$ cat src/rtl/fifo_rd_arbiter.sv
// Purpose: round-robin read scheduler sharing one word port between NUM_CH registered-read FIFOs, frame-granular grants closed by EOF_MARK.
// Latency: request seen in IDLE -> read strobe next cycle -> word on out_data 3 cycles after the request; 1 word per 3 cycles steady state.
// Backpressure: out_ready=0 holds the word in OUT and stalls further reads; an empty granted FIFO mid-frame aborts after TIMEOUT cycles.
module fifo_rd_arbiter #(
    parameter int                NUM_CH   = 4,
    parameter int                WIDTH    = 16,
    parameter logic [WIDTH-1:0]  EOF_MARK = 16'hF1FA,
    parameter int                TIMEOUT  = 1024
) (
    input  logic                      clk,
    input  logic                      rst,
    input  logic                      enable,
    input  logic [NUM_CH-1:0]         fifo_empty,
    input  logic [NUM_CH*WIDTH-1:0]   fifo_rd_data,
    output logic [NUM_CH-1:0]         fifo_rd_en,
    output logic                      out_valid,
    input  logic                      out_ready,
    output logic [WIDTH-1:0]          out_data,
    output logic [2:0]                out_ch,
    output logic                      out_last,
    output logic                      busy,
    output logic                      err_timeout
);

    localparam logic [2:0]  LAST_CH = 3'(NUM_CH - 1);
    localparam logic [15:0] TO_LAST = 16'(TIMEOUT - 1);

    typedef enum logic [1:0] {
        S_IDLE,
        S_RD,
        S_WT,
        S_OUT
    } state_t;

    state_t            state;
    logic [2:0]        ptr;
    logic [2:0]        gnt;
    logic [15:0]       to_cnt;

    logic [NUM_CH-1:0] req;
    logic              any_req;
    logic [2:0]        pick;
    logic [2:0]        nxt_ptr;
    logic              rd_fire;

    // Per-channel views padded to 8 entries so the 3-bit grant index is always in range.
    logic [7:0]        empty8;
    logic [WIDTH-1:0]  data8 [8];

    for (genvar i = 0; i < 8; i++) begin : g_ch
        if (i < NUM_CH) begin : g_used
            assign empty8[i] = fifo_empty[i];
            assign data8[i]  = fifo_rd_data[i*WIDTH +: WIDTH];
            // Read strobe is combinational so it can never fire against an empty flag seen in the same cycle.
            assign fifo_rd_en[i] = rd_fire && (gnt == 3'(i));
        end else begin : g_pad
            assign empty8[i] = 1'b1;
            assign data8[i]  = '0;
        end
    end

    assign req     = ~fifo_empty;
    assign any_req = |req;
    assign rd_fire = (state == S_RD) && !empty8[gnt];
    assign nxt_ptr = (gnt == LAST_CH) ? 3'd0 : gnt + 3'd1;

    // Round-robin pick: lowest requester at or above ptr, otherwise wrap to the lowest requester overall.
    always_comb begin
        pick = '0;
        for (int i = NUM_CH - 1; i >= 0; i--) begin
            if (req[i]) pick = 3'(i);
        end
        for (int i = NUM_CH - 1; i >= 0; i--) begin
            if (req[i] && (3'(i) >= ptr)) pick = 3'(i);
        end
    end

    // Grant FSM with registered output word, status and timeout pulse.
    always_ff @(posedge clk) begin
        if (rst) begin
            state       <= S_IDLE;
            ptr         <= '0;
            gnt         <= '0;
            to_cnt      <= '0;
            out_valid   <= 1'b0;
            out_data    <= '0;
            out_ch      <= '0;
            out_last    <= 1'b0;
            busy        <= 1'b0;
            err_timeout <= 1'b0;
        end else begin
            err_timeout <= 1'b0;
            case (state)
                S_IDLE: begin
                    if (enable && any_req) begin
                        gnt    <= pick;
                        to_cnt <= '0;
                        busy   <= 1'b1;
                        state  <= S_RD;
                    end
                end
                S_RD: begin
                    // A word arriving on the last allowed cycle still wins over the abort.
                    if (!empty8[gnt]) begin
                        to_cnt <= '0;
                        state  <= S_WT;
                    end else if (to_cnt == TO_LAST) begin
                        err_timeout <= 1'b1;
                        ptr         <= nxt_ptr;
                        to_cnt      <= '0;
                        busy        <= 1'b0;
                        state       <= S_IDLE;
                    end else begin
                        to_cnt <= to_cnt + 16'd1;
                    end
                end
                S_WT: begin
                    out_data  <= data8[gnt];
                    out_ch    <= gnt;
                    out_last  <= (data8[gnt] == EOF_MARK);
                    out_valid <= 1'b1;
                    state     <= S_OUT;
                end
                S_OUT: begin
                    if (out_ready) begin
                        out_valid <= 1'b0;
                        if (out_last) begin
                            ptr   <= nxt_ptr;
                            busy  <= 1'b0;
                            state <= S_IDLE;
                        end else begin
                            state <= S_RD;
                        end
                    end
                end
                default: begin
                    busy  <= 1'b0;
                    state <= S_IDLE;
                end
            endcase
        end
    end

endmodule

$ cat config.mk
export PLATFORM = sky130hd
export DESIGN_NAME = fifo_rd_arbiter
export DESIGN_NICKNAME = d
export VERILOG_FILES = /design/src/rtl/fifo_rd_arbiter.sv
export SDC_FILE = /design/constraint.sdc
export NUM_CORES = 1
export LEC_CHECK = 0
export CORE_MARGIN = 3
export CORE_UTILIZATION = 45
export DETAILED_ROUTE_END_ITERATION = 10
export PLACE_DENSITY = 0.89
export SETUP_SLACK_MARGIN = 0.4
export SLEW_MARGIN = 20
export SYNTH_ARGS = -nofsm -noshare
export SYNTH_HDL_FRONTEND = slang
export SYNTH_SLANG_ARGS = --single-unit
$ cat constraint.sdc
create_clock -name clk -period 4.1 [get_ports clk]
set_input_delay 1.025 -clock clk [delete_from_list [all_inputs] [get_ports clk]]
set_output_delay 1.025 -clock clk [all_outputs]
set_load 0.05 [all_outputs]
==> metrics, run 1 <==
Antenna Nets Post-Route 0; H-tree depth 2; xor-xnor portion of the synthesized cell area 1.71%; FMAX 290 MHz; Setup Skew 13.3 ps; minimum clock period 3440 ps; global route overflow 0; Worst Setup End Kind output pin; Hold Buf Count CTS 0; status completed; EDFF count, synth 0; Post-Syn Area per Cell 8.86 µm²; via/cell ratio 5.84; Reg clk slew, reported paths 80 ps; area of the multi-input gates 1570 µm²; worst skew pair latency 300 ps; diodes inserted 0; layout cell share with drive strength beyond 1 12.4%; Yosys Warn Count 0; Most used DFF post-synth dfxtp_1; synthesized instance count 289; crit-path max FO 6; Synth-to-Final Area Change 46.7%; die width 81.4 µm; vias in the first global route 2580; mux share of post-synthesis cell area 16.0%; P_leak 1.29 nW; total CTS buffers 5; initial core utilization 48.3%; Peak VDD IR 0.000223 V; simple-gate share of the synthesized area 24.6%; main combinational cell family by area after synthesis simple AND/OR/NAND/NOR gates; Nets 456; Hold Vio Cnt, Final 0; Synth async-reset ratio 0%; die area 6630 µm²; post-place instance area 3580 µm²; Avg WL per Cell 18.5 µm; Setup TNS 0 ps; Max Transition Viols Final 0; dpl hpwl 6.05 mm; clock root buffer clkbuf_8; Slew HR 43.3%; total core area 5300 µm²; drt total wl 8.33 mm; Tot GR Track Use 24.3%; first-pass GRT wire length 12.5 mm; Setup CP Type in2out; unrepaired setup endpoints after global routing no; R2R setup slack 1490 ps; pin count of the biggest net entering global routing 24; Reg-to-Reg Start state[1]; min-delay src out_data[10]; CTS tree yes; Synth cell types 49; via count 2621; Pre-antenna DRT Iters 4; Synth Register Bits 44; initial DRC count 167; Final Cycle Share 84.0%; HP Class reg2reg; FF+latch area 881 µm²; DRC 0; row cnt 26; crit path from fifo_empty[0]; initial antenna violation count 0; post-synthesis compound-gate area fraction 15.3%; Slew @ Worst Pin 848 ps; TritonCTS sink count 44; Syn Nets 366; CP startpoint kind input pin; die height 81.4 µm; Synth Area in Adders 2.44%; final instance area 3750 µm²; Post-Synthesis Cell Area 2560 µm²; Critical Path AT 2420 ps; fillers 372; PwrDens 296 nW/µm²; number of port buffers 97; num ports 99; gp weighted congestion 0.868; max_cap viols 0; final setup fails 0; largest buffer count on any clock path 2; CP Data Required Time 3070 ps; register area share after synthesis 34.4%
cells in the final DEF (no fill, tap or decap), types with 6 or more instances in the layout:
cell type        count
a311oi_1             6
a31oi_1              6
inv_1                9
mux4_2              16
clkdlybuf4s50_1     89
a21oi_1             26
nor2_1              21
o21ai_0              6
nand2_1             53
nand4_1              6
nand3_1             10
dfxtp_1             44
stage by stage:
step / power, mW / setup WS (ps) / std cells / util, % / hold slack (ps)
2_1_floorplan: 0.610 / 742 / 289 / - / 477
3_5_place_dp: 0.724 / 216 / 440 / 67.5 / 447
5_1_grt: 1.15 / 617 / 449 / 70.8 / 477
3_3_place_gp: 0.716 / 274 / 440 / 67.5 / 441
6_report: 1.11 / 658 / 449 / 70.8 / 460
4_1_cts: 1.10 / 405 / 447 / 70.1 / 458
kinds of logic (layout without fill, tap and decap cells):
logic type,after synthesis,in the layout
XOR/XNOR,5,5
AND/OR/NAND/NOR,126,126
AO/OA/AOI/OAI,59,59
adder cells (fa/ha/maj),5,5
multiplexers,21,21
flip-flops,44,44
buffers and inverters,28,118
other,1,1
synthesized netlist by cell type, drive strengths merged, types with 6 or more instances:
library cell | number | area share [%]
nor3 | 6 | 1.2
inv | 9 | 1.3
a311oi | 6 | 2.1
nand2 | 53 | 7.8
and2 | 7 | 1.7
a21oi | 26 | 5.1
nand3 | 10 | 2.0
clkbuf | 12 | 1.8
mux4 | 16 | 14
a31oi | 6 | 1.5
buf | 7 | 2.3
nand4 | 6 | 1.5
nor2 | 21 | 3.1
o21ai | 7 | 1.8
dfxtp | 44 | 34
area by class of cell:
class                   count  share of cell area [%]
clock buffers               5                    1.83
well taps                  70                    2.33
flip-flops and latches     44                    23.5
clock inverters             2                    1.60
inverters                   9                   0.900
multi-input cells         217                    41.7
repair buffers            102                    28.2
state kept, by name, summed over array words and instances, names as in the netlist:
| register | cells |
|---|---|
| busy | 1 |
| err_timeout | 1 |
| gnt | 2 |
| out_ch | 2 |
| out_data | 16 |
| out_last | 1 |
| out_valid | 1 |
| ptr | 2 |
| state | 2 |
| to_cnt | 16 |
worst max-delay path, stage by stage:
cell and delay (ps):
dlymetal6s2s_1 180, mux4_2 550, nor3_4 320, and2_4 210
buf_12 130
layer usage:
| layer | vias to the layer above | GRT usage [%] | share of wire [%] |
|---|---|---|---|
| met5 | - | 0 | 0 |
| met1 | 1236 | 25.1 | 35 |
| li1 | 1237 | - | - |
| met3 | 20 | 8.55 | 12 |
| met2 | 128 | 45.8 | 51 |
| met4 | 0 | 6.59 | 2.0 |
power by group:
group	total [mW]	switching [mW]	internal [mW]
Sequential	0.457	0.0164	0.440
Clock	0.387	0.147	0.240
Combinational	0.270	0.138	0.132
final timing paths:
path                    to  cells past startpoint
max reg2reg       out_last                      5
max          fifo_rd_en[2]                      5
min           out_data[10]                      2
min reg2reg   out_data[10]                      2
timing repair:
item,4_1_cts,5_1_grt
pin swaps,0,2
resized for setup,2,8
buffers inserted,0,2
endpoints found under the setup margin,4,4
(Power assumes the default switching activity.)
==> run 2, diff against run 1 <==
- CORE_UTILIZATION: 45 -> 44
- PLACE_DENSITY: 0.89 -> 0.87
- clock period: 4.1 -> 3.5 ns (I/O delays scaled with it)
==> run 2 against run 1 <==
Net effect: highest routed layer unchanged; first-iteration DRC count rose by 17%; clock power fell by 14%; global-route usage rose by 0.33 points; combinational power rose by 19%; critical endpoint is now fifo_rd_en[1]; largest cell class unchanged; cell count rose by 1.8%.
==> metrics, run 2 (synthesis gave the netlist of run 1 again) <==
status completed (unchanged); Int Pwr 0.832 mW (was 0.812 mW); sequential share of power 45.1% (was 41.0%); die width 82.3 µm (was 81.4 µm); via count 2685 (was 2621); num ports 99 (unchanged); Synth-to-Final Area Change 46.0% (was 46.7%); Setup CP Type in2out (unchanged); Power Total 1.19 mW (was 1.11 mW); Core Util, Final 67.1% (was 70.8%); clock root buffer clkbuf_8 (unchanged); Max Transition Viols Final 0 (unchanged); layout cell share with drive strength beyond 1 14.3% (was 12.4%); TritonCTS sink count 44 (unchanged); pre-CTS setup slack 80.5 ps (was 216 ps); P_leak 1.27 nW (was 1.29 nW); final setup fails 0 (unchanged); vias in the first global route 2593 (was 2580); post-place instance area 3620 µm² (was 3580 µm²); pin count of the biggest net entering global routing 24 (unchanged); Logic pwr share 27.0% (was 24.2%); die height 82.3 µm (was 81.4 µm); row cnt 27 (was 26); CP Data Required Time 2620 ps (was 3070 ps); unrepaired setup endpoints after global routing no (unchanged); gp weighted congestion 0.837 (was 0.868); Worst Setup End Kind output pin (unchanged); Tot GR Track Use 24.6% (was 24.3%); dpl hpwl 6.56 mm (was 6.05 mm); crit-path max FO 5 (was 6); Antenna Nets Post-Route 0 (unchanged); Peak VDD IR 0.000155 V (was 0.000223 V); initial antenna violation count 0 (unchanged); Reg clk slew, reported paths 90 ps (was 80 ps); switching share of total power 29.9% (was 27.0%); Setup TNS 0 ps (unchanged); Nets 461 (was 456); Hold Buf Count CTS 0 (unchanged); max_cap viols 0 (unchanged); Setup Skew 9.39 ps (was 13.3 ps); Final Non-Filler Cells 457 (was 449); commonest non-fill, non-tap cell in the layout clkdlybuf4s50_1 (unchanged); first-pass GRT wire length 12.7 mm (was 12.5 mm); Pre-antenna DRT Iters 4 (unchanged); final instance area 3740 µm² (was 3750 µm²); diodes inserted 0 (unchanged); initial core utilization 45.9% (was 48.3%); cell count after placement 448 (was 440); total CTS buffers 5 (unchanged); number of port buffers 97 (unchanged); via/cell ratio 5.88 (was 5.84); Critical Path AT 2170 ps (was 2420 ps); minimum clock period 3050 ps; die area 6770 µm² (was 6630 µm²); Slew @ Worst Pin 742 ps (was 848 ps); Final Cycle Share 87.0%; worst skew pair latency 300 ps (about the same); final setup margin 453 ps (was 658 ps); DRC 0 (unchanged); hold_ws 459 ps (was 460 ps); commonest cells after routing, fill and taps aside clkdlybuf4s50_1 (89), nand2_1 (53), dfxtp_1 (44), a21oi_1 (26), nor2_1 (21) (unchanged); CP startpoint kind input pin (unchanged); Slew HR 50.4% (was 43.3%); Sw Pwr 0.355 mW (was 0.301 mW); Clk pwr share 27.9% (was 34.7%); PwrDens 317 nW/µm² (was 296 nW/µm²); total core area 5570 µm² (was 5300 µm²); global route overflow 0 (unchanged); H-tree depth 2 (unchanged); Register-to-Register Path Depth 6 (was 5); Avg WL per Cell 18.4 µm (was 18.5 µm); HP Class reg2reg (unchanged); initial DRC count 196 (was 167); drt total wl 8.41 mm (was 8.33 mm); top flop regs out_data: 16 flops, to_cnt: 16 flops (unchanged); largest buffer count on any clock path 2 (unchanged); WHS Path Cells 2 (unchanged); FMAX 328 MHz; Hold Vio Cnt, Final 0 (unchanged); CTS tree yes (unchanged)
[run 2: cell count changes in the layout (fill, tap and decap cells not counted), sizes merged]
cell and delta:
buf +5, bufinv -2, clkinv +2, clkbuf +3
dlymetal6s2s -4, clkdlybuf4s15 +2
[run 2: critical path, cell delays in order]
cell	delay, ps
clkdlybuf4s15_1	210
mux4_2	520
nor3_4	220
and2_4	210
buf_12	130
[run 2: layout make-up]
type / count / area, µm²
well taps: 72 / 90.1
clock inverters: 2 / 10.0
clock buffers: 6 / 82.6
multi-input cells: 217 / 1570
flip-flops and latches: 44 / 881
repair buffers: 107 / 1080
fillers: 409 / 1840
inverters: 9 / 33.8
[run 2: timing repair]
item / CTS / global route
endpoints found under the setup margin: 4 / 4
pin swaps: 2 / 3
buffers inserted: 1 / 0
hold endpoints to repair: 0 / 0
gates resized for setup: 13 / 3
[run 2: final timing paths]
kind | startpoint | end | slack, ps
worst max-delay path | fifo_empty[2] | fifo_rd_en[1] | 450
worst min-delay path | out_data[9] | out_data[9] | 460
worst max register to register | gnt[0] | out_last | 1300
worst min register to register | out_data[9] | out_data[9] | 460
[run 2: power by group through the flow]
stage                     logic [mW]  registers [mW]  clock network, mW
after floorplan                0.138           0.577                  0
after global placement         0.301           0.544                  0
after detailed placement       0.314           0.546                  0
after CTS                      0.319           0.535              0.336
after global routing           0.339           0.538              0.357
final                          0.320           0.536              0.331
[run 2: routing by layer]
layer	vias up	share of wire [%]	global-route usage, %
li1	1246	-	-
met2	139	50	44.2
met5	-	0	0
met4	0	4.4	13.3
met1	1266	35	25.4
met3	34	10	7.27
==> run 3, diff against run 2 <==
- ABC_AREA: not set -> 1
- CORE_UTILIZATION: 44 -> 45
- PLACE_DENSITY: 0.87 -> 0.86
==> run 3 against run 2 <==
Net effect: maximum frequency increased by 0.19%; total power increased by 25%; flip-flop and latch count unchanged; synthesized cell count increased by 54%; non-clock buffer count decreased by 7; highest routed layer unchanged.
==> metrics, run 3 <==
switching share of total power 34.1% (was 29.9%); crit path from fifo_empty[0] (was fifo_empty[2]); Critical Path AT 2170 ps (about the same); sequential share of power 37.6% (was 45.1%); via/cell ratio 5.12 (was 5.88); Post-Syn Area per Cell 6.52 µm² (was 8.86 µm²); num ports 99 (unchanged); total CTS buffers 5 (unchanged); diodes inserted 0 (unchanged); Most used DFF post-synth dfxtp_1 (unchanged); Register-to-Register Path Depth 9 (was 6); Setup TNS 0 ps (unchanged); Nets 608 (was 461); Slew @ Worst Pin 652 ps (was 742 ps); HP Class reg2reg (unchanged); drt total wl 7.83 mm (was 8.41 mm); Synth async-reset ratio 0% (unchanged); Setup Skew 2.42 ps (was 9.39 ps); endpoint of the most critical register-to-register path to_cnt[10] (was out_last); first-pass GRT wire length 12.9 mm (was 12.7 mm); R2R setup slack 1670 ps (was 1300 ps); Avg WL per Cell 12.9 µm (was 18.4 µm); largest area contributor in the netlist dfxtp_1 (unchanged); commonest non-fill, non-tap cell in the layout nand2_1 (was clkdlybuf4s50_1); Synth Register Bits 44 (unchanged); dpl hpwl 5.89 mm (was 6.56 mm); die area 7440 µm² (was 6770 µm²); Final Cycle Share 86.9% (was 87.0%); EDFF count, synth 0 (unchanged); initial core utilization 47.8% (was 45.9%); CP Data Required Time 2620 ps (about the same); pin count of the biggest net entering global routing 40 (was 24); Int Pwr 0.981 mW (was 0.832 mW); initial DRC count 167 (was 196); Worst Setup End Kind output pin (unchanged); Yosys Warn Count 0 (unchanged); DRC 0 (unchanged); Antenna Nets Post-Route 0 (unchanged); clock root buffer clkbuf_8 (unchanged); H-tree depth 2 (unchanged); max_cap viols 0 (unchanged); FMAX 329 MHz (was 328 MHz); Sw Pwr 0.507 mW (was 0.355 mW); simple-gate share of the synthesized area 42.2% (was 24.6%); Worst Setup EP fifo_rd_en[0] (was fifo_rd_en[1]); row cnt 28 (was 27); via count 3110 (was 2685); Logic pwr share 33.6% (was 27.0%); CTS tree yes (unchanged); Pre-antenna DRT Iters 4 (unchanged); Slew HR 56.5% (was 50.4%); status completed (unchanged); number of port buffers 97 (unchanged); count leader, synth nand2_1 (unchanged); top flop regs out_data: 16 flops, to_cnt: 16 flops (unchanged); Synth-to-Final Area Change 38.8% (was 46.0%); final setup margin 459 ps (was 453 ps); Post-Synthesis Cell Area 2900 µm² (was 2560 µm²); unrepaired setup endpoints after global routing no (unchanged); post-synthesis compound-gate area fraction 11.6% (was 15.3%); register area share after synthesis 30.4% (was 34.4%); CP startpoint kind input pin (unchanged); Reg-to-Reg Start gnt[0] (unchanged); xor-xnor portion of the synthesized cell area 1.21% (was 1.71%); Peak VDD IR 0.000227 V (was 0.000155 V); worst skew pair latency 290 ps (was 300 ps); minimum clock period 3040 ps (was 3050 ps); share of the synthesized area in the top cell type 30.4% (was 34.4%); synthesized instance count 444 (was 289); main combinational cell family by area after synthesis simple AND/OR/NAND/NOR gates (unchanged); gp weighted congestion 0.856 (was 0.837); die height 86.2 µm (was 82.3 µm); P_leak 1.68 nW (was 1.27 nW); vias in the first global route 2955 (was 2593); Hold Buf Count CTS 0 (unchanged); global route overflow 0 (unchanged); final setup fails 0 (unchanged); die width 86.2 µm (was 82.3 µm); final instance area 4020 µm² (was 3740 µm²); Reg clk slew, reported paths 80 ps (was 90 ps); Synth cell types 42 (was 49); Syn Nets 521 (was 366); initial antenna violation count 0 (unchanged); total core area 6060 µm² (was 5570 µm²); largest buffer count on any clock path 2 (unchanged); Post-synth top cells nand2_1 (124), nor2_1 (49), nand3_1 (45), dfxtp_1 (44), inv_1 (42) (was nand2_1 (53), dfxtp_1 (44), a21oi_1 (26), nor2_1 (21), mux4_2 (16)); post-place instance area 3860 µm² (was 3620 µm²); Clk pwr share 28.8% (was 27.9%); Setup CP Type in2out (unchanged); mux share of post-synthesis cell area 0% (was 16.0%); pre-CTS setup slack 412 ps (was 80.5 ps); crit-path max FO 6 (was 5); Hold Vio Cnt, Final 0 (unchanged); PwrDens 370 nW/µm² (was 317 nW/µm²); Max Transition Viols Final 0 (unchanged); Tot GR Track Use 21.2% (was 24.6%); Synth area leaders dfxtp_1 (30%), nand2_1 (16%), nand3_1 (7.8%), nor2_1 (6.3%), inv_1 (5.4%) (was dfxtp_1 (34%), mux4_2 (14%), nand2_1 (7.8%), a21oi_1 (5.1%), nor2_1 (3.1%)); layout cell share with drive strength beyond 1 9.96% (was 14.3%); commonest cells after routing, fill and taps aside nand2_1 (124), clkdlybuf4s50_1 (92), nand3_1 (45), nor2_1 (45), dfxtp_1 (44) (was clkdlybuf4s50_1 (89), nand2_1 (53), dfxtp_1 (44), a21oi_1 (26), nor2_1 (21)); TritonCTS sink count 44 (unchanged); Synth Area in Adders 2.16% (was 2.44%)
[run 3: kinds of logic after synthesis]
family                     count (synthesis)
other                                      1
AOI/OAI and AO/OA                         62
and+or+nand+nor                          259
adders and majority gates                  5
xor gates and xnor gates                   4
buffers and inverters                     69
DFF                                       44
[run 3: critical path, stage by stage]
cell and delay, ps:
clkdlybuf4s50_1 490, nand2_1 110, nand3_1 120, nand2_4 150, nand2_4 110, nor2_2 150, buf_12 150
[run 3: layer usage]
layer | track usage [%] | share of wire (%)
met1 | 23.9 | 39
met2 | 39.1 | 52
met3 | 4.66 | 6.4
met4 | 7.37 | 2.3
met5 | 0 | 0
[run 3: worst min-delay path by stage]
| stage | start | cells past startpoint | to |
|---|---|---|---|
| 5_1_grt | out_data[8] | 2 | out_data[8] |
| 4_1_cts | out_data[8] | 2 | out_data[8] |
| 6_report | out_data[8] | 2 | out_data[8] |
| 2_1_floorplan | to_cnt[13] | 2 | to_cnt[13] |
| 3_5_place_dp | out_data[8] | 2 | out_data[8] |
| 3_3_place_gp | out_data[8] | 2 | out_data[8] |
[run 3: power groups by stage]
stage | Sequential, mW | Clock (mW) | Combinational [mW]
after floorplan | 0.640 | 0 | 0.261
after global placement | 0.569 | 0 | 0.484
after detailed placement | 0.570 | 0 | 0.492
after CTS | 0.559 | 0.435 | 0.495
after global routing | 0.565 | 0.455 | 0.545
final | 0.560 | 0.428 | 0.501
[run 3: metrics by stage]
step                      hold slack, ps  power (mW)  util, %  std cells
final                                482        1.49     66.3        607
after detailed placement             472        1.06     63.7        599
after global routing                 510        1.57     66.3        607
after CTS                            487        1.49     65.8        607
after floorplan                      470       0.901        -        444
after global placement               454        1.05     63.7        599
[run 3: final cells by class]
class	instances	area, µm²
repair buffers	100	1040
well taps	75	93.8
flip-flops and latches	44	881
inverters	49	191
fillers	548	2040
clock buffers	7	96.3
multi-input cells	331	1690
clock inverters	1	30.0
[run 3: repair_timing]
action                                  CTS  global route
buffers inserted                          0             0
endpoints found under the setup margin    0             4
resized for setup                         0             9
